==> config.mk <==
export PLATFORM = sky130hd
export DESIGN_NAME = led_p2s_driver
export DESIGN_NICKNAME = d
export VERILOG_FILES = /design/src/rtl/led_pkg.sv /design/src/rtl/led_phase_timer.sv /design/src/rtl/led_p2s_driver.sv
export SDC_FILE = /design/constraint.sdc
export NUM_CORES = 1
export LEC_CHECK = 0
export ABC_AREA = 1
export CORE_MARGIN = 2
export CORE_UTILIZATION = 45
export CTS_CLUSTER_DIAMETER = 150
export CTS_CLUSTER_SIZE = 40
export DETAILED_ROUTE_END_ITERATION = 6
export PLACE_DENSITY = 0.69
export RECOVER_POWER = 100
export SETUP_SLACK_MARGIN = 0.2
export SKIP_CTS_REPAIR_TIMING = 1
export SYNTH_ARGS = -nofsm -noshare
export SYNTH_HDL_FRONTEND = slang
export SYNTH_SLANG_ARGS = --single-unit
export TNS_END_PERCENT = 10
==> constraint.sdc <==
create_clock -name clk -period 2 [get_ports clk]
set_input_delay 0.2 -clock clk [delete_from_list [all_inputs] [get_ports clk]]
set_output_delay 0.2 -clock clk [all_outputs]
set_load 0.03 [all_outputs]
==> src/rtl/led_pkg.sv <==
// Purpose: shared types and defaults for the LED serial header drivers.
// Latency: n/a (declarations only).
// Backpressure: n/a.
package led_pkg;

  // Defaults shared with the display top levels that instantiate the driver.
  localparam int LED_WIDTH_DEF   = 16;
  localparam int LED_CLK_DIV_DEF = 4;

  // Serializer frame states: IDLE waits for a request, LOW/HIGH are the two
  // halves of one serial clock period, DONE is the one-cycle completion slot.
  typedef enum logic [1:0] {
    IDLE = 2'd0,
    LOW  = 2'd1,
    HIGH = 2'd2,
    DONE = 2'd3
  } led_p2s_state_t;

endpackage

==> src/rtl/led_phase_timer.sv <==
// Purpose: counts CLK_DIV system clocks per serial-clock phase; reused for LOW and HIGH.
// Latency: expire is high in the CLK_DIV-th cycle after restart drops (combinational from the counter).
// Backpressure: none; free-running while restart is low.
//
// Ports:
//   clk     - system clock
//   rst     - synchronous active-high reset
//   restart - holds the counter at zero (used while no frame is in progress)
//   expire  - last cycle of the current phase
module led_phase_timer
  import led_pkg::*;
#(
  parameter int CLK_DIV = LED_CLK_DIV_DEF
) (
  input  logic clk,
  input  logic rst,
  input  logic restart,
  output logic expire
);

  localparam int CW = $clog2(CLK_DIV + 1);
  localparam logic [CW-1:0] LAST = CW'(CLK_DIV - 1);

  logic [CW-1:0] div_cnt;

  // The counter wraps to zero on expiry, so a phase change needs no explicit
  // restart: the next phase starts counting from zero automatically.
  always_ff @(posedge clk) begin
    if (rst || restart || expire) begin
      div_cnt <= '0;
    end else begin
      div_cnt <= div_cnt + CW'(1);
    end
  end

  assign expire = (div_cnt == LAST);

endmodule

==> src/rtl/led_p2s_driver.sv <==
// Purpose: parallel-to-serial driver for daisy-chained 74HC595-style LED shift registers.
// Latency: first led_clk fall one cycle after the start edge; frame = WIDTH*2*CLK_DIV busy cycles + 1 done cycle.
// Backpressure: start is ignored while busy or in DONE (no queuing); auto_en chains frames with one idle cycle.
//
// Ports:
//   clk, rst        - system clock, synchronous active-high reset
//   start, auto_en  - one-shot frame request / continuous refresh request
//   data[WIDTH]     - pattern, captured into a shadow copy at frame start
//   led_clk/led_dat - serial clock (idles high) and data to the shift register
//   led_clr/led_en  - active-low clear and output enable to the shift register
//   busy, done      - frame in progress / one-cycle completion pulse
module led_p2s_driver
  import led_pkg::*;
#(
  parameter int WIDTH      = LED_WIDTH_DEF,
  parameter int CLK_DIV    = LED_CLK_DIV_DEF,
  parameter bit MSB_FIRST  = 1'b1,
  parameter bit ACTIVE_LOW = 1'b1
) (
  input  logic             clk,
  input  logic             rst,
  input  logic             start,
  input  logic             auto_en,
  input  logic [WIDTH-1:0] data,
  output logic             led_clk,
  output logic             led_dat,
  output logic             led_clr,
  output logic             led_en,
  output logic             busy,
  output logic             done
);

  localparam int BW = $clog2(WIDTH + 1);
  localparam logic [BW-1:0] BIT_LAST = BW'(WIDTH - 1);

  led_p2s_state_t state, state_nxt;

  logic [WIDTH-1:0] shadow, shadow_nxt;
  logic [BW-1:0]    bit_cnt, bit_cnt_nxt;
  logic             dat_nxt;
  logic             load;
  logic             restart;
  logic             expire;

  // The bit on the wire is always taken from the same end of the shadow
  // register; the register is shifted towards that end after each bit.
  function automatic logic pin_bit(input logic [WIDTH-1:0] s);
    return (MSB_FIRST ? s[WIDTH-1] : s[0]) ^ ACTIVE_LOW;
  endfunction

  function automatic logic [WIDTH-1:0] shift_out(input logic [WIDTH-1:0] s);
    return MSB_FIRST ? (s << 1) : (s >> 1);
  endfunction

  // Timer is held at zero outside LOW/HIGH so each frame's first LOW phase
  // is a full CLK_DIV cycles long.
  assign restart = (state == IDLE) || (state == DONE);

  led_phase_timer #(
    .CLK_DIV(CLK_DIV)
  ) u_phase_timer (
    .clk    (clk),
    .rst    (rst),
    .restart(restart),
    .expire (expire)
  );

  // A frame starts from IDLE on any request; from DONE only auto_en counts,
  // so a start pulse landing in DONE is dropped rather than queued.
  assign load = ((state == IDLE) && (start || auto_en)) ||
                ((state == DONE) && auto_en);

  always_ff @(posedge clk) begin
    if (rst) begin
      state <= IDLE;
    end else begin
      state <= state_nxt;
    end
  end

  always_comb begin
    state_nxt   = state;
    shadow_nxt  = shadow;
    bit_cnt_nxt = bit_cnt;
    dat_nxt     = led_dat;

    if (load) begin
      state_nxt   = LOW;
      shadow_nxt  = data;
      bit_cnt_nxt = '0;
      dat_nxt     = pin_bit(data);
    end else begin
      unique case (state)
        IDLE: state_nxt = IDLE;
        LOW: begin
          if (expire) begin
            state_nxt = HIGH;
          end
        end
        HIGH: begin
          if (expire) begin
            if (bit_cnt == BIT_LAST) begin
              state_nxt = DONE;
            end else begin
              state_nxt   = LOW;
              bit_cnt_nxt = bit_cnt + BW'(1);
              shadow_nxt  = shift_out(shadow);
              dat_nxt     = pin_bit(shift_out(shadow));
            end
          end
        end
        DONE:    state_nxt = IDLE;
        default: state_nxt = IDLE;
      endcase
    end
  end

  // Outputs are registered from the next state so they line up with the
  // state register: led_clk is low exactly while the FSM sits in LOW.
  always_ff @(posedge clk) begin
    if (rst) begin
      shadow  <= '0;
      bit_cnt <= '0;
      led_clk <= 1'b1;
      led_dat <= 1'b0;
      led_clr <= 1'b0;
      led_en  <= 1'b0;
      busy    <= 1'b0;
      done    <= 1'b0;
    end else begin
      shadow  <= shadow_nxt;
      bit_cnt <= bit_cnt_nxt;
      led_clk <= (state_nxt != LOW);
      led_dat <= dat_nxt;
      led_clr <= 1'b1;
      led_en  <= 1'b1;
      busy    <= (state_nxt == LOW) || (state_nxt == HIGH);
      done    <= (state_nxt == DONE);
    end
  end

endmodule

==> Yosys cells after proc, flatten, opt, wreduce, memory -nomap -nowiden <==
Index checks and enable logic that the tools add are counted.
{ "classes": {"n_addsub": 2, "eq_ne": 10, "mux": 14, "n_bitwise": 3, "n_reduce_logical": 15} }
{ "ops": {"columns": ["op", "count"], "rows": [
  ["$mux 15", 4],
  ["$eq 2x2->1 const B", 4],
  ["$mux 2", 4],
  ["$logic_or 1x1->1", 6],
  ["$pmux 2 s3", 1],
  ["$reduce_and 3->1", 2],
  ["$add 5x1->5 const B", 1],
  ["$eq 5x4->1 const B", 1],
  ["$mux 1", 5],
  ["$eq 2x1->1 const B", 2],
  ["$reduce_bool 2->1", 2],
  ["$reduce_or 2->1", 2],
  ["$add 3x1->3 const B", 1],
  ["$eq 3x2->1 const B", 1],
  ["$not 1->1", 3],
  ["$logic_and 1x1->1", 2],
  ["$logic_not 2->1", 1],
  ["$ne 2x1->1 const B", 1],
  ["$ne 2x2->1 const B", 1]
]} }
{ "word_totals": {"regBits": 30, "inputBits": 20, "out_inout_bits": 6} }

==> Logic depth before layout (Yosys ltp) <==
Gate-level depths: netlist of run 1.
{ "depth": {"depth_word": 7, "mapped_depth": 11} }

==> Modules after synthesis <==
A second synthesis of run 1 with hierarchy kept.
{ "hier_totals": {"cells_unflattened": 214, "area_unflattened_um2": 1704.1} }
{ "modules_own_cells": {"columns": ["module", "n_inst", "cells_per_inst", "area_each_um2", "seq_area_each_um2"], "rows": [
  ["led_p2s_driver", 1, 201, 1589.0, 540.5],
  ["led_phase_timer", 1, 13, 115.1, 60.1]
]} }

==> Least setup slack after synthesis of run 1 <==
No wires, ideal clock.
{ "synth_path": {"path_type": "reg-to-reg", "start": "reg bit_cnt[0]", "end": "reg busy", "setup_ns": 0.121, "arrival_time_ns": 1.479, "t_required_ns": 1.879, "setup_slack_ns": 0.400, "stages_incl_launch_ff": 12, "n_path_buf": 0, "period_less_slack_ns": 1.600, "cell_sequence": "dfxtp_1 > ha_1 > inv_1 > nor3_1 > ha_1 > inv_2 > nand2_1 > o21ai_1 > nor2_2 > inv_2 > ha_1 > nor2_1"} }
{ "synth_via": {"elab_chain_len": 7, "word_cells_on_any_way": 8, "classes_between": "3 x eq/ne; 4 x mux; 1 x reduce/logical"} }
{ "synth_rtl": {"columns": ["element", "line", "source"], "rows": [
  ["start, declared", "led_p2s_driver.sv:39", "logic [BW-1:0] bit_cnt, bit_cnt_nxt;"],
  ["start signal, assigned", "led_p2s_driver.sv:132", "bit_cnt <= bit_cnt_nxt;"],
  ["$eq 5x4->1 (*)", "led_p2s_driver.sv:102", "if (bit_cnt == BIT_LAST) begin"],
  ["$mux 2 (*)", "led_p2s_driver.sv:102", null],
  ["$mux 2 (*)", "led_p2s_driver.sv:101", "if (expire) begin"],
  ["$pmux 2 s3 (*)", "led_p2s_driver.sv:93", "unique case (state)"],
  ["$mux 2 (*)", "led_p2s_driver.sv:87", "if (load) begin"],
  ["net state_nxt[1]", "led_p2s_driver.sv:36", "led_p2s_state_t state, state_nxt;"],
  ["$eq 2x1->1 or $eq 2x2->1 (tied branches)", "led_p2s_driver.sv:137", "busy <= (state_nxt == LOW) || (state_nxt == HIGH);"],
  ["$logic_or 1x1->1 (*)", "led_p2s_driver.sv:137", null],
  ["end signal, assigned", "led_p2s_driver.sv:137", null],
  ["end, declared", "led_p2s_driver.sv:29", "output logic busy,"]
]} }
Mark *: on every way through the listed nets, which the timed path passes. The rest lies on a longest branch.
A chain may end at the register's enable or synchronous reset.

==> Worst setup path after layout of run 1 <==
Ends and elaborated chain as after synthesis.

==> impl_metrics.tcl, run 1 <==
set metrics [dict create \
    grt_overflow_total 0 \
    worstSetupPathType "register to register" \
    static-leakage-power_nw 0.809 \
    numPortBuffers 25 \
    drt-pass1-iter-count 4 \
    core.rowCount 22 \
    antenna_left 0 \
    min_period_over_period_pct 87.6 \
    synthDistinctLibCells 23 \
    worst-r2r-setup-slack_ns 0.25 \
    critical_path_destination "busy$_SDFF_PP0_" \
    drt_first_iter_violations 68 \
    reg2regPathDepth 11 \
    die_width_microns 64.7 \
    place.gp.congestion 0.735 \
    sequential_cell_area_fraction_in_the_yosys_report_pct 36.3 \
    hpwlAfterDp_microns 2170 \
    preCtsSetupSlack_ns 0.206 \
    clkTransAtPathRegs_ns 0.06 \
    grt_pass1_wl_microns 5520 \
    end_kind "register" \
    n_fill_cell 343 \
    track_usage_pct 17.0 \
    crit_path_max_fanout 9 \
    coreArea_sq_um 3610 \
    slew_viol_final 0 \
    area_growth_pct 21.1 \
    grt_pass1_vias 1214 \
    worstSetupStartpoint "bit_cnt[0]$_SDFFE_PP0P_" \
    synth_top_cell_by_area "sky130_fd_sc_hd__dfxtp_1" \
    routed_wl_microns 3110 \
    cellPowerDensity_nw_per_um2 688 \
    min_setup_slack_post_route_ns 0.248 \
    worst_slew_pin_slew_ns 0.315 \
    die-area_sq_um 4180 \
    antenna_found_initial 0 \
    cts-buffers-inserted 5 \
    run_status "finished, final reports clean" \
    yosys-top-cells-area "sky130_fd_sc_hd__dfxtp_1, sky130_fd_sc_hd__nand2_1, sky130_fd_sc_hd__ha_1" \
    vias_per_cell 4.93 \
    design.final.nets 266 \
    critPathRequiredTime_ns 2.22 \
    clockRootBuffer "sky130_fd_sc_hd__clkbuf_8" \
    ir_drop_v 0.000326 \
    hold_viol 0 \
    cts_tree "done" \
    period_minus_slack_ns 1.75 \
    drive_above_1_share_pct 14.4 \
    finalClockSkew_ns 0.00672 \
    r2r_end "busy$_SDFF_PP0_" \
    synthesis.instances 210 \
    drt-wirelength-per-cell_microns 11.0 \
    gr-usage-met3_pct 5.21 \
    rsz_0062_raised_after_global_routing "no" \
    avg_cell_area_syn_sq_um 7.89 \
    totalNegativeSetupSlack_ns 0 \
    synth_fp_nets 240 \
    crit_arrival_ns 1.97 \
    multi_input_gate_area_sq_um 877 \
    max_cap_viol_count 0 \
    worstSetupStartpointType "register" \
    initial_core_util_pct 45.9 \
    num_antenna_cells 0 \
    synthDominantCellAreaShare_pct 36.3 \
    timing.slew.headroom_pct 79.0 \
    layout.area.seq_sq_um 602 \
    post_synth_instance_area_sq_um 1660 \
    worst_r2r_startpoint "bit_cnt[0]$_SDFFE_PP0P_" \
    io-pin-count 26 \
    grt_max_degree 31 \
    global_route.usage.met1_pct 22.4 \
    floorplan.die.height_microns 64.7 \
    setup_viol_count_final 0 \
    ctsLongestPathBuffers 2 \
    yosys_warnings 0 \
    fmax_mhz 571 \
    cts.sink_count 30 \
    clk-insertion-delay-late_ns 0.28 \
    ys_ff_latch 30 \
    grt_most_used_layer "met2" \
    p_total_mw 1.38 \
    num_vias 1400 \
    level_count_of_the_clock_h_tree 2 \
    drcViolationCount 0 \
    grt_util_met2_pct 25.8 \
    holdCritPathClass "register to register" \
]
## state kept, by name, indices dropped and copies added, names as in the netlist
| signal | count |
|---|---|
| busy | 1 |
| led_clk | 1 |
| shadow | 15 |
| done | 1 |
| state | 2 |
| led_en | 1 |
| led_dat | 1 |
| bit_cnt | 5 |
| u_phase_timer.div_cnt | 3 |
## report_power, final
group | switching, mW | internal (mW)
logic | 0.144 | 0.120
clock network | 0.211 | 0.239
registers | 0.0230 | 0.643
total | 0.378 | 1.00
## area by class of cell
class / instances / area share, %
multi-input combinational: 146 / 43.7
clock buffer: 7 / 3.80
timing repair buffer: 34 / 15.8
sequential: 30 / 30.0
inverter: 19 / 3.68
tap: 48 / 2.99
## per-stage QoR
step,instances,util [%],hold WS (ns),cell area (sq um)
2_1_floorplan,210,-,0.323,1660
5_1_grt,284,55.7,0.475,2010
4_1_cts,280,54.8,0.422,1980
6_report,284,55.7,0.420,2010
3_5_place_dp,273,52.7,0.413,1900
3_3_place_gp,273,52.7,0.410,1900
## worst min path at each step
stage	start	endpoint	cells after the start
2_1_floorplan	rst	led_en$_DFF_P_	1
3_3_place_gp	u_phase_timer.div_cnt[0]$_SDFF_PP0_	u_phase_timer.div_cnt[0]$_SDFF_PP0_	1
3_5_place_dp	u_phase_timer.div_cnt[0]$_SDFF_PP0_	u_phase_timer.div_cnt[0]$_SDFF_PP0_	1
4_1_cts	u_phase_timer.div_cnt[0]$_SDFF_PP0_	u_phase_timer.div_cnt[0]$_SDFF_PP0_	1
5_1_grt	u_phase_timer.div_cnt[0]$_SDFF_PP0_	u_phase_timer.div_cnt[0]$_SDFF_PP0_	1
6_report	u_phase_timer.div_cnt[0]$_SDFF_PP0_	u_phase_timer.div_cnt[0]$_SDFF_PP0_	1
## cell usage in the layout, fill, tap and decap left out, types with 5 or more instances in the layout
cell type                          n
sky130_fd_sc_hd__ha_1              9
sky130_fd_sc_hd__clkbuf_8          5
sky130_fd_sc_hd__clkdlybuf4s50_1  18
sky130_fd_sc_hd__nor2_1           10
sky130_fd_sc_hd__dfxtp_1          29
sky130_fd_sc_hd__a21oi_1          13
sky130_fd_sc_hd__nand3_1          20
sky130_fd_sc_hd__nand3b_1         15
sky130_fd_sc_hd__buf_4             9
sky130_fd_sc_hd__nand2_1          42
sky130_fd_sc_hd__a21oi_2           9
sky130_fd_sc_hd__inv_1            15
sky130_fd_sc_hd__nand4_1          15
sky130_fd_sc_hd__dlygate4sd3_1     7
## layer usage
metal | vias up | routed length [microns]
li1 | 749 | -
met1 | 627 | 1550
met2 | 17 | 1400
met3 | 7 | 87
met4 | 0 | 66
met5 | - | 0
## cells by family after synthesis
| family | share of synthesized area [%] |
|---|---|
| simple gates | 35.5 |
| flops | 36.3 |
| compound gates | 10.1 |
| fa+ha+maj | 7.55 |
| buf+inv | 10.6 |
## critical path, cell delays in order, from the launching register on
cell	delay, ns
sky130_fd_sc_hd__dfxtp_1	0.32
sky130_fd_sc_hd__ha_2	0.19
sky130_fd_sc_hd__inv_1	0.08
sky130_fd_sc_hd__nor3_2	0.04
sky130_fd_sc_hd__ha_1	0.22
sky130_fd_sc_hd__inv_4	0.11
sky130_fd_sc_hd__nand2_1	0.05
sky130_fd_sc_hd__o21ai_0	0.24
sky130_fd_sc_hd__nor2_2	0.09
sky130_fd_sc_hd__inv_2	0.05
sky130_fd_sc_hd__ha_1	0.21
sky130_fd_sc_hd__nor2_1	0.09
## synthesized netlist by cell type
cell type                  count
sky130_fd_sc_hd__a21oi_1      12
sky130_fd_sc_hd__a21oi_2      10
sky130_fd_sc_hd__buf_2         8
sky130_fd_sc_hd__buf_4         4
sky130_fd_sc_hd__buf_6         3
sky130_fd_sc_hd__clkinv_1      1
sky130_fd_sc_hd__dfxtp_1      30
sky130_fd_sc_hd__ha_1         10
sky130_fd_sc_hd__inv_1        15
sky130_fd_sc_hd__inv_2         3
sky130_fd_sc_hd__nand2_1      41
sky130_fd_sc_hd__nand2_2       1
sky130_fd_sc_hd__nand2_4       2
sky130_fd_sc_hd__nand2_8       1
sky130_fd_sc_hd__nand3_1      20
sky130_fd_sc_hd__nand3_4       1
sky130_fd_sc_hd__nand3b_1     15
sky130_fd_sc_hd__nand4_1      15
sky130_fd_sc_hd__nor2_1       10
sky130_fd_sc_hd__nor2_2        1
sky130_fd_sc_hd__nor3_1        1
sky130_fd_sc_hd__o21ai_1       4
sky130_fd_sc_hd__or2_1         2
No activity file was read; power rests on OpenSTA's default activity.
==> run 2: changes to the inputs <==
==> constraint.sdc (replaced) <==
create_clock -name clk -period 2 [get_ports clk]
set_input_delay 0.3 -clock clk [delete_from_list [all_inputs] [get_ports clk]]
set_output_delay 0.3 -clock clk [all_outputs]
set_load 0.03 [all_outputs]
==> run 2 against run 1 <==
  * Clock skew is 0.0014 ns lower
  * Sequential share of layout area shrank 1.2 points
  * Die area did not move
  * Largest power group unchanged
==> impl_metrics.tcl, run 2 (synthesis results as in run 1) <==
set metrics [dict create \
    numPortBuffers 25 \
    post_dp_cell_area_sq_um 1900 \
    stdcell_area_sq_um 2110 \
    mostFrequentLayoutCell "sky130_fd_sc_hd__nand2_1" \
    final_cell_mix "sky130_fd_sc_hd__nand2_1, sky130_fd_sc_hd__dfxtp_1, sky130_fd_sc_hd__nand3_1" \
    clkTransAtPathRegs_ns 0.06 \
    run_status "finished, final reports clean" \
    die-area_sq_um 4180 \
    drcViolationCount 0 \
    end_kind "register" \
    critical_path.max_stage_delay_ns 0.37 \
    n_fill_cell 328 \
    grt_pass1_vias 1256 \
    post_layout_nonfiller_instances 288 \
    fmax_mhz 551 \
    cellPowerDensity_nw_per_um2 689 \
    ctsLongestPathBuffers 2 \
    clk-insertion-delay-late_ns 0.29 \
    die_width_microns 64.7 \
    coreArea_sq_um 3610 \
    seq_power_share_pct 45.6 \
    grt_pass1_wl_microns 5660 \
    max_cap_viol_count 0 \
    initial_core_util_pct 45.9 \
    num_vias 1445 \
    drt_first_iter_violations 133 \
    reg2regPathDepth 11 \
    critical_path.top_delay_family "adder cells" \
    worst-path-buf-inv 3 \
    floorplan.die.height_microns 64.7 \
    p_total_mw 1.46 \
    worstSetupPathType "register to register" \
    critPathRequiredTime_ns 2.17 \
    cp_cell_sequence "ha_4 > inv_1 > nor3_2 > ha_1 > clkinv_4 > nand2_4 > o21ai_2 > nor2_1 > inv_2 > ha_4 > nor2_1" \
    r2r_end "busy$_SDFF_PP0_" \
    drt-pass1-iter-count 4 \
    num_antenna_cells 0 \
    crit_arrival_ns 1.99 \
    worstSetupStartpointType "register" \
    drive_above_1_share_pct 20.0 \
    hold_viol 0 \
    antenna_found_initial 0 \
    pwr-share-clk_pct 35.0 \
    place.gp.congestion 0.775 \
    vias_per_cell 5.02 \
    multi_input_gate_area_sq_um 936 \
    critical_path_depth 11 \
    ir_drop_v 0.000412 \
    holdWs_ns 0.421 \
    worst_r2r_startpoint "bit_cnt[1]$_SDFFE_PP0P_" \
    routed_wl_microns 3640 \
    p_int_mw 1.04 \
    critical_path_destination "busy$_SDFF_PP0_" \
    layout.area.seq_sq_um 609 \
    finalClockSkew_ns 0.00528 \
    top_register "shadow" \
    hpwlAfterDp_microns 2160 \
    clockRootBuffer "sky130_fd_sc_hd__clkbuf_8" \
    holdCritStartpoint "u_phase_timer.div_cnt[0]$_SDFF_PP0_" \
    timing.slew.headroom_pct 79.4 \
    design.final.nets 269 \
    rsz_0062_raised_after_global_routing "yes" \
    grt_max_degree 33 \
    worst_slew_pin_slew_ns 0.308 \
    holdCritPathClass "register to register" \
    track_usage_pct 17.7 \
    largest_register_ffs 15 \
    core.rowCount 22 \
    level_count_of_the_clock_h_tree 2 \
    pwr-share-comb_pct 19.4 \
    worstSetupStartpoint "bit_cnt[1]$_SDFFE_PP0P_" \
    cts.sink_count 30 \
    static-leakage-power_nw 0.835 \
    switching_share_pct 28.3 \
    totalNegativeSetupSlack_ns 0 \
    antenna_left 0 \
    crit_path_max_fanout 5 \
    cts_tree "done" \
    min_period_over_period_pct 90.8 \
    period_minus_slack_ns 1.82 \
    area_growth_pct 27.6 \
    drt-wirelength-per-cell_microns 12.6 \
    slew_viol_final 0 \
    cts-buffers-inserted 5 \
    grt_overflow_total 0 \
    worst-r2r-setup-slack_ns 0.18 \
    reg.largest.list "shadow: 15 flops, bit_cnt: 5 flops, u_phase_timer.div_cnt: 3 flops" \
    io-pin-count 26 \
    setup_viol_count_final 0 \
    p_sw_uw 412 \
    critical-path-slowest-cell "sky130_fd_sc_hd__dfxtp_4" \
    post-place-cells 273 \
]
[run 2: cell count changes in the layout (fill, tap and decap cells not counted), sizes merged]
cell    change
nand3       +1
inv         -1
buf         +2
clkinv      +2
[run 2: power by group through the flow]
| stage | clock network [mW] | registers (mW) | logic, mW |
|---|---|---|---|
| floorplan | 0 | 0.689 | 0.186 |
| global placement | 0 | 0.677 | 0.267 |
| detailed placement | 0 | 0.678 | 0.271 |
| CTS | 0.524 | 0.665 | 0.272 |
| global route | 0.552 | 0.668 | 0.315 |
| finish | 0.510 | 0.663 | 0.282 |
[run 2: cell type report]
| type | instances | share of cell area, % |
|---|---|---|
| multi-input cells | 147 | 44.3 |
| repair buffers | 36 | 16.1 |
| clock inverters | 1 | 0.237 |
| clock buffers | 7 | 4.09 |
| flip-flops and latches | 30 | 28.8 |
| well taps | 48 | 2.84 |
| inverters | 19 | 3.61 |
[run 2: metal layers]
metal,track usage [%],routed length [microns],vias up
met3,5.90,120,6
li1,-,-,757
met4,8.51,61,0
met2,27.6,1700,25
met5,0,0,-
met1,21.8,1760,657
[run 2: worst reg2reg max path, cell delays in order, from the launching register on]
cell and delay [ns]:
sky130_fd_sc_hd__dfxtp_4 0.37, sky130_fd_sc_hd__ha_4 0.13, sky130_fd_sc_hd__inv_1 0.05, sky130_fd_sc_hd__nor3_2 0.18
sky130_fd_sc_hd__ha_1 0.23, sky130_fd_sc_hd__clkinv_4 0.09, sky130_fd_sc_hd__nand2_4 0.06, sky130_fd_sc_hd__o21ai_2 0.06
sky130_fd_sc_hd__nor2_1 0.18, sky130_fd_sc_hd__inv_2 0.07, sky130_fd_sc_hd__ha_4 0.26, sky130_fd_sc_hd__nor2_1 0.03
[run 2: worst min path at each step]
stage                                          end  slack [ns]  depth (start not counted)
6_report       u_phase_timer.div_cnt[0]$_SDFF_PP0_        0.42                          1
5_1_grt        u_phase_timer.div_cnt[0]$_SDFF_PP0_        0.45                          1
4_1_cts        u_phase_timer.div_cnt[0]$_SDFF_PP0_        0.43                          1
3_5_place_dp   u_phase_timer.div_cnt[0]$_SDFF_PP0_        0.42                          1
3_3_place_gp   u_phase_timer.div_cnt[0]$_SDFF_PP0_        0.41                          1
2_1_floorplan  u_phase_timer.div_cnt[0]$_SDFF_PP0_        0.40                          1
[run 2: stage by stage]
step	utilization, %	worst slack [ns]
after global placement	52.7	0.229
after CTS	55.2	0.168
after floorplan	-	0.400
after detailed placement	52.7	0.194
after global routing	58.6	0.0938
final	58.6	0.185
==> run 3: changes to the inputs <==
CORE_UTILIZATION = 49   (was 45)
PLACE_DENSITY = 0.7   (was 0.69)
==> run 3 against run 2 <==
  * Worst hold slack better by 0.0070 ns
  * Final cell count is 3.1% lower
  * Routed wire length is 3.3% lower
  * Via count is 3.5% higher
  * Critical path depth stayed put
  * Critical endpoint unchanged
  * Largest power group unchanged
  * Worst setup slack better by 0.028 ns
  * Highest routed layer unchanged
==> impl_metrics.tcl, run 3 (synthesis results as in run 1) <==
set metrics [dict create \
    drive_above_1_share_pct 14.2 \
    rsz_0062_raised_after_global_routing "yes" \
    clockRootBuffer "sky130_fd_sc_hd__clkbuf_4" \
    grt_pass1_wl_microns 5710 \
    max_cap_viol_count 0 \
    stdcell_area_sq_um 1970 \
    static-leakage-power_nw 0.788 \
    mostFrequentLayoutCell "sky130_fd_sc_hd__nand2_1" \
    antenna_found_initial 0 \
    floorplan.die.height_microns 62.1 \
    numPortBuffers 25 \
    antenna_left 0 \
    reg.largest.list "shadow: 15 flops, bit_cnt: 5 flops, u_phase_timer.div_cnt: 3 flops" \
    cts-buffers-inserted 5 \
    cts_tree "done" \
    final_cell_mix "sky130_fd_sc_hd__nand2_1, sky130_fd_sc_hd__dfxtp_1, sky130_fd_sc_hd__nand3_1" \
    holdCritPathClass "register to register" \
    largest_register_ffs 15 \
    run_status "finished, final reports clean" \
    worstSetupPathType "register to register" \
    vias_per_cell 5.36 \
    io-pin-count 26 \
    ir_drop_v 0.000343 \
    drcViolationCount 0 \
    worst_slew_pin_slew_ns 0.324 \
    finalClockSkew_ns 0.00670 \
    ctsLongestPathBuffers 2 \
    worstSetupStartpointType "register" \
    drt-pass1-iter-count 4 \
    top_register "shadow" \
    core.rowCount 21 \
    cts.sink_count 30 \
    die-area_sq_um 3860 \
    initial_core_util_pct 50.4 \
    area_growth_pct 19.0 \
    drt_first_iter_violations 71 \
    slew_viol_final 0 \
    p_total_mw 1.26 \
    clkTransAtPathRegs_ns 0.09 \
    track_usage_pct 18.8 \
    crit_path_max_fanout 9 \
    place.gp.congestion 0.779 \
    hpwlAfterDp_microns 2420 \
    totalNegativeSetupSlack_ns 0 \
    clk-insertion-delay-late_ns 0.33 \
    min_period_over_period_pct 89.4 \
    drt-wirelength-per-cell_microns 12.6 \
    routed_wl_microns 3520 \
    crit_arrival_ns 2.01 \
    design.final.nets 263 \
    grt_overflow_total 0 \
    hold_viol 0 \
    end_kind "register" \
    num_antenna_cells 0 \
    critPathRequiredTime_ns 2.22 \
    timing.slew.headroom_pct 78.4 \
    setup_viol_count_final 0 \
    grt_pass1_vias 1319 \
    post_dp_cell_area_sq_um 1900 \
    level_count_of_the_clock_h_tree 2 \
    cellPowerDensity_nw_per_um2 639 \
    num_vias 1496 \
    grt_max_degree 32 \
    coreArea_sq_um 3280 \
    fmax_mhz 560 \
    period_minus_slack_ns 1.79 \
    die_width_microns 62.1 \
]
==> run 3: final cells by class <==
cell class	count	area, sq um
multi-input combinational	146	895
tap	46	57.6
inverter	19	73.8
sequential	30	606
timing repair buffer	31	295
clock buffer	7	45.0
fill	303	1310
==> run 3: critical path, stage by stage (launching register included) <==
cell                      delay [ns]
sky130_fd_sc_hd__dfxtp_4        0.38
sky130_fd_sc_hd__ha_4           0.13
sky130_fd_sc_hd__inv_1          0.05
sky130_fd_sc_hd__nor3_2         0.17
sky130_fd_sc_hd__ha_1           0.22
sky130_fd_sc_hd__inv_4          0.08
sky130_fd_sc_hd__nand2_2        0.06
sky130_fd_sc_hd__o21ai_2        0.06
sky130_fd_sc_hd__nor2_1         0.16
sky130_fd_sc_hd__inv_2          0.04
sky130_fd_sc_hd__ha_1           0.27
sky130_fd_sc_hd__nor2_1         0.04
==> run 3: path summary, 6_finish.rpt <==
path | from | end | slack (ns) | depth (start not counted)
hold / removal | u_phase_timer.div_cnt[0]$_SDFF_PP0_ | u_phase_timer.div_cnt[0]$_SDFF_PP0_ | 0.43 | 1
setup / recovery | bit_cnt[0]$_SDFFE_PP0P_ | busy$_SDFF_PP0_ | 0.21 | 11
hold reg to reg | u_phase_timer.div_cnt[0]$_SDFF_PP0_ | u_phase_timer.div_cnt[0]$_SDFF_PP0_ | 0.43 | 1
setup reg to reg | bit_cnt[0]$_SDFFE_PP0P_ | busy$_SDFF_PP0_ | 0.21 | 11
==> run 3: where the power goes <==
part | switching (mW) | internal, mW
registers | 0.0242 | 0.641
clock network | 0.199 | 0.132
logic | 0.149 | 0.115
total | 0.372 | 0.888
==> run 3: metal layers <==
layer / wire length (microns) / track usage (%) / vias up / share of wire, %
met2: 1780 / 31.4 / 38 / 51
li1: - / - / 745 / -
met1: 1510 / 21.6 / 709 / 43
met3: 181 / 7.07 / 4 / 5.1
met5: 0 / 0 / - / 0
met4: 49 / 8.06 / 0 / 1.4
==> run 3: metrics by stage <==
step,instances,setup slack [ns],hold slack [ns],util (%)
detailed placement,271,0.172,0.417,57.8
global placement,271,0.263,0.406,57.8
finish,279,0.213,0.428,60.0
floorplan,210,0.400,0.399,-
CTS,278,0.195,0.430,59.2
global route,279,0.0695,0.452,60.0
==> variant: new RTL, settings of run 2 <==
`LED_WIDTH_DEF`: 16 -> 32.
--- a/src/rtl/led_pkg.sv
+++ b/src/rtl/led_pkg.sv
@@ -5,5 +5,5 @@
 
   // Defaults shared with the display top levels that instantiate the driver.
-  localparam int LED_WIDTH_DEF   = 16;
+  localparam int LED_WIDTH_DEF   = 32;
   localparam int LED_CLK_DIV_DEF = 4;
 
Interface: changed (resized data); port bits go from 26 to 42. The function was not compared with the original's and may differ.
==> variant against run 2 <==
- critical path depth is 3 lower
- total power is 48% higher
- area after synthesis is 39% higher
- sequential share of layout area is 3.7 points higher
- fmax is 5.8% higher
- clock skew is 0.00083 ns higher
- design area is 37% higher
- sequential cell count is 17 higher
- worst setup slack better by 0.10 ns
- wire length is 36% higher
- largest cell class unchanged
==> variant: results (changes against run 2) <==
[pwr] power dissipated in sequential cells 1.02 mW [+54%]
[finish] count of flip-flops and latches 47 [+57%]
[worst_setup_path] Worst Path Arrival 1.95 ns [-0.04 ns]
[sta] worst slew slack as a fraction of its limit 0.739 [-0.0545]
[global_routing] global routing usage on met1 0.236 [+0.0178]
[finish] Sequential Area 941 µm² [+54%]
[pwr] internal power 1.58 mW [+52%]
[finish] clk_buf instances 6 [-1]
[synthesis] area fraction in compound gates after synthesis 0.0900 [-0.0112]
[global_routing] maximum number of pins on one net before global-route repair 46 [+39%]
[finish] filler cell count in the final layout 488 [+49%]
[finish] comb_multi_in 253 [+72%]
[worst_setup_path] worst reg-to-reg setup slack 0.28 ns [+0.10 ns]
[finish] final layout net count 420 [+56%]
[finish] buffer share of cell area 0.173 [+0.0117]
[status] run status completed
[finish] number of non-clock buffers in the layout 48 [+33%]
[finish] multi-input gate share of the layout cell area 0.406 [-0.0372]
[pwr] standby leakage power 1.26 nW [+51%]
[drt] final routed wirelength across all metal layers 4960 µm [+36%]
[global_routing] met3 track demand over resource 0.0397 [-0.0193]
[worst_setup_path] Crit-path slowest cell dfxtp_1
[clock_tree] clock-pin slew of the registers on the worst-case setup and hold paths 0.09 ns [+0.03 ns]
[finish] Clock-cell share 0.0406 [-0.00262]
[global_routing] first-pass GRT wire length 8080 µm [+43%]
[worst_setup_path] Worst R2R Path Depth 8 [-3]
[worst_setup_path] Top delay family on crit path simple AND/OR/NAND/NOR gates
[worst_setup_path] critical path endpoint shadow[26]
[worst_setup_path] critical register-to-register path startpoint bit_cnt[0]
[sta] Clock Skews 0.00611 ns [+0.000832 ns]
[finish] largest registers shadow (31), bit_cnt (6), u_phase_timer.div_cnt (3)
[synthesis] most frequent cells after synthesis 151 x nand2_1, 47 x dfxtp_1, 38 x a21oi_1, 34 x nand3_1, 20 x inv_1
[global_routing] GR Layer Usage met2 0.301 [+0.0254]
[drt] wire length on met1 2460 µm [+39%]
[drt] post-route antenna net violation count 0 [unchanged]
[finish] number of non-clock inverters 20 [+1]
[placement] final RePlAce weighted congestion 0.808 [+4.3%]
[global_routing] vias in the first global route 1893 [+51%]
[synthesis] syn nets 386 [+61%]
[synthesis] share of the yosys chip area belonging to registers 0.408 [+0.0453]
[synthesis] post-synthesis share of cell area spent on full adders, half adders and majority gates 0.0488 [-0.0267]
[clock_tree] clock latency on the worst-skew pair 0.30 ns
[finish] fraction of final layout cells with drive strength greater than 1 0.0532 [-0.147]
[placement] IO buf count 41 [+64%]
[drt] vias per cell 4.84 [-3.5%]
[drt] detailed route wirelength on metal3 181 µm [+51%]
[pwr] clock share of power 0.335 [-0.015]
[worst_setup_path] delay contributed by the slowest stage of the critical path 0.39 ns [+0.02 ns]
[worst_setup_path] highest fanout seen on the critical path 11 [+6]
[global_routing] global-route total usage across every layer 0.180 [+0.00371]
[synthesis] main area contributors after synthesis dfxtp_1 41%, nand2_1 25%, a21oi_1 8.2%, nand3_1 7.4%, ha_1 4.9%
[pwr] combinational cell fraction of total power 0.189 [-0.005]
[drt] Initial DRC Count 96 [-28%]
-- variant: changes by cell type after synthesis, moves of 3 or more --
cell,before,now
inv_2,3,0
nand3b_1,15,0
clkbuf_1,0,4
xor2_1,0,3
nand2_1,41,151
inv_1,15,20
o21ai_1,4,0
buf_6,3,0
nand3_1,20,34
a21oi_1,12,38
a21oi_2,10,0
buf_2,8,11
nand4_1,15,1
dfxtp_1,30,47
-- variant: worst min-delay path by stage --
stage	cells past startpoint	slack [ns]	endpoint	start
floorplan	1	0.40	u_phase_timer.div_cnt[0]	u_phase_timer.div_cnt[0]
global placement	1	0.41	u_phase_timer.div_cnt[0]	u_phase_timer.div_cnt[0]
detailed placement	1	0.42	u_phase_timer.div_cnt[0]	u_phase_timer.div_cnt[0]
CTS	1	0.43	u_phase_timer.div_cnt[0]	u_phase_timer.div_cnt[0]
global route	1	0.45	u_phase_timer.div_cnt[0]	u_phase_timer.div_cnt[0]
finish	1	0.42	u_phase_timer.div_cnt[0]	u_phase_timer.div_cnt[0]
-- variant: through the flow --
step                      cell area, µm²  setup WS [ns]  instances  hold WS (ns)
final                               2900          0.285        446         0.425
after global routing                2900          0.143        446         0.446
after CTS                           2870          0.276        445         0.428
after detailed placement            2750          0.257        437         0.416
after global placement              2750          0.283        437         0.406
after floorplan                     2310          0.339        341         0.399
-- variant: logic make-up (layout without fill, tap and decap cells) --
| logic type | Yosys count | after routing |
|---|---|---|
| adder cells (fa/ha/maj) | 9 | 9 |
| AND/OR/NAND/NOR | 199 | 200 |
| XOR/XNOR | 3 | 3 |
| flip-flops | 47 | 47 |
| buffers and inverters | 42 | 76 |
| AO/OA/AOI/OAI | 41 | 41 |
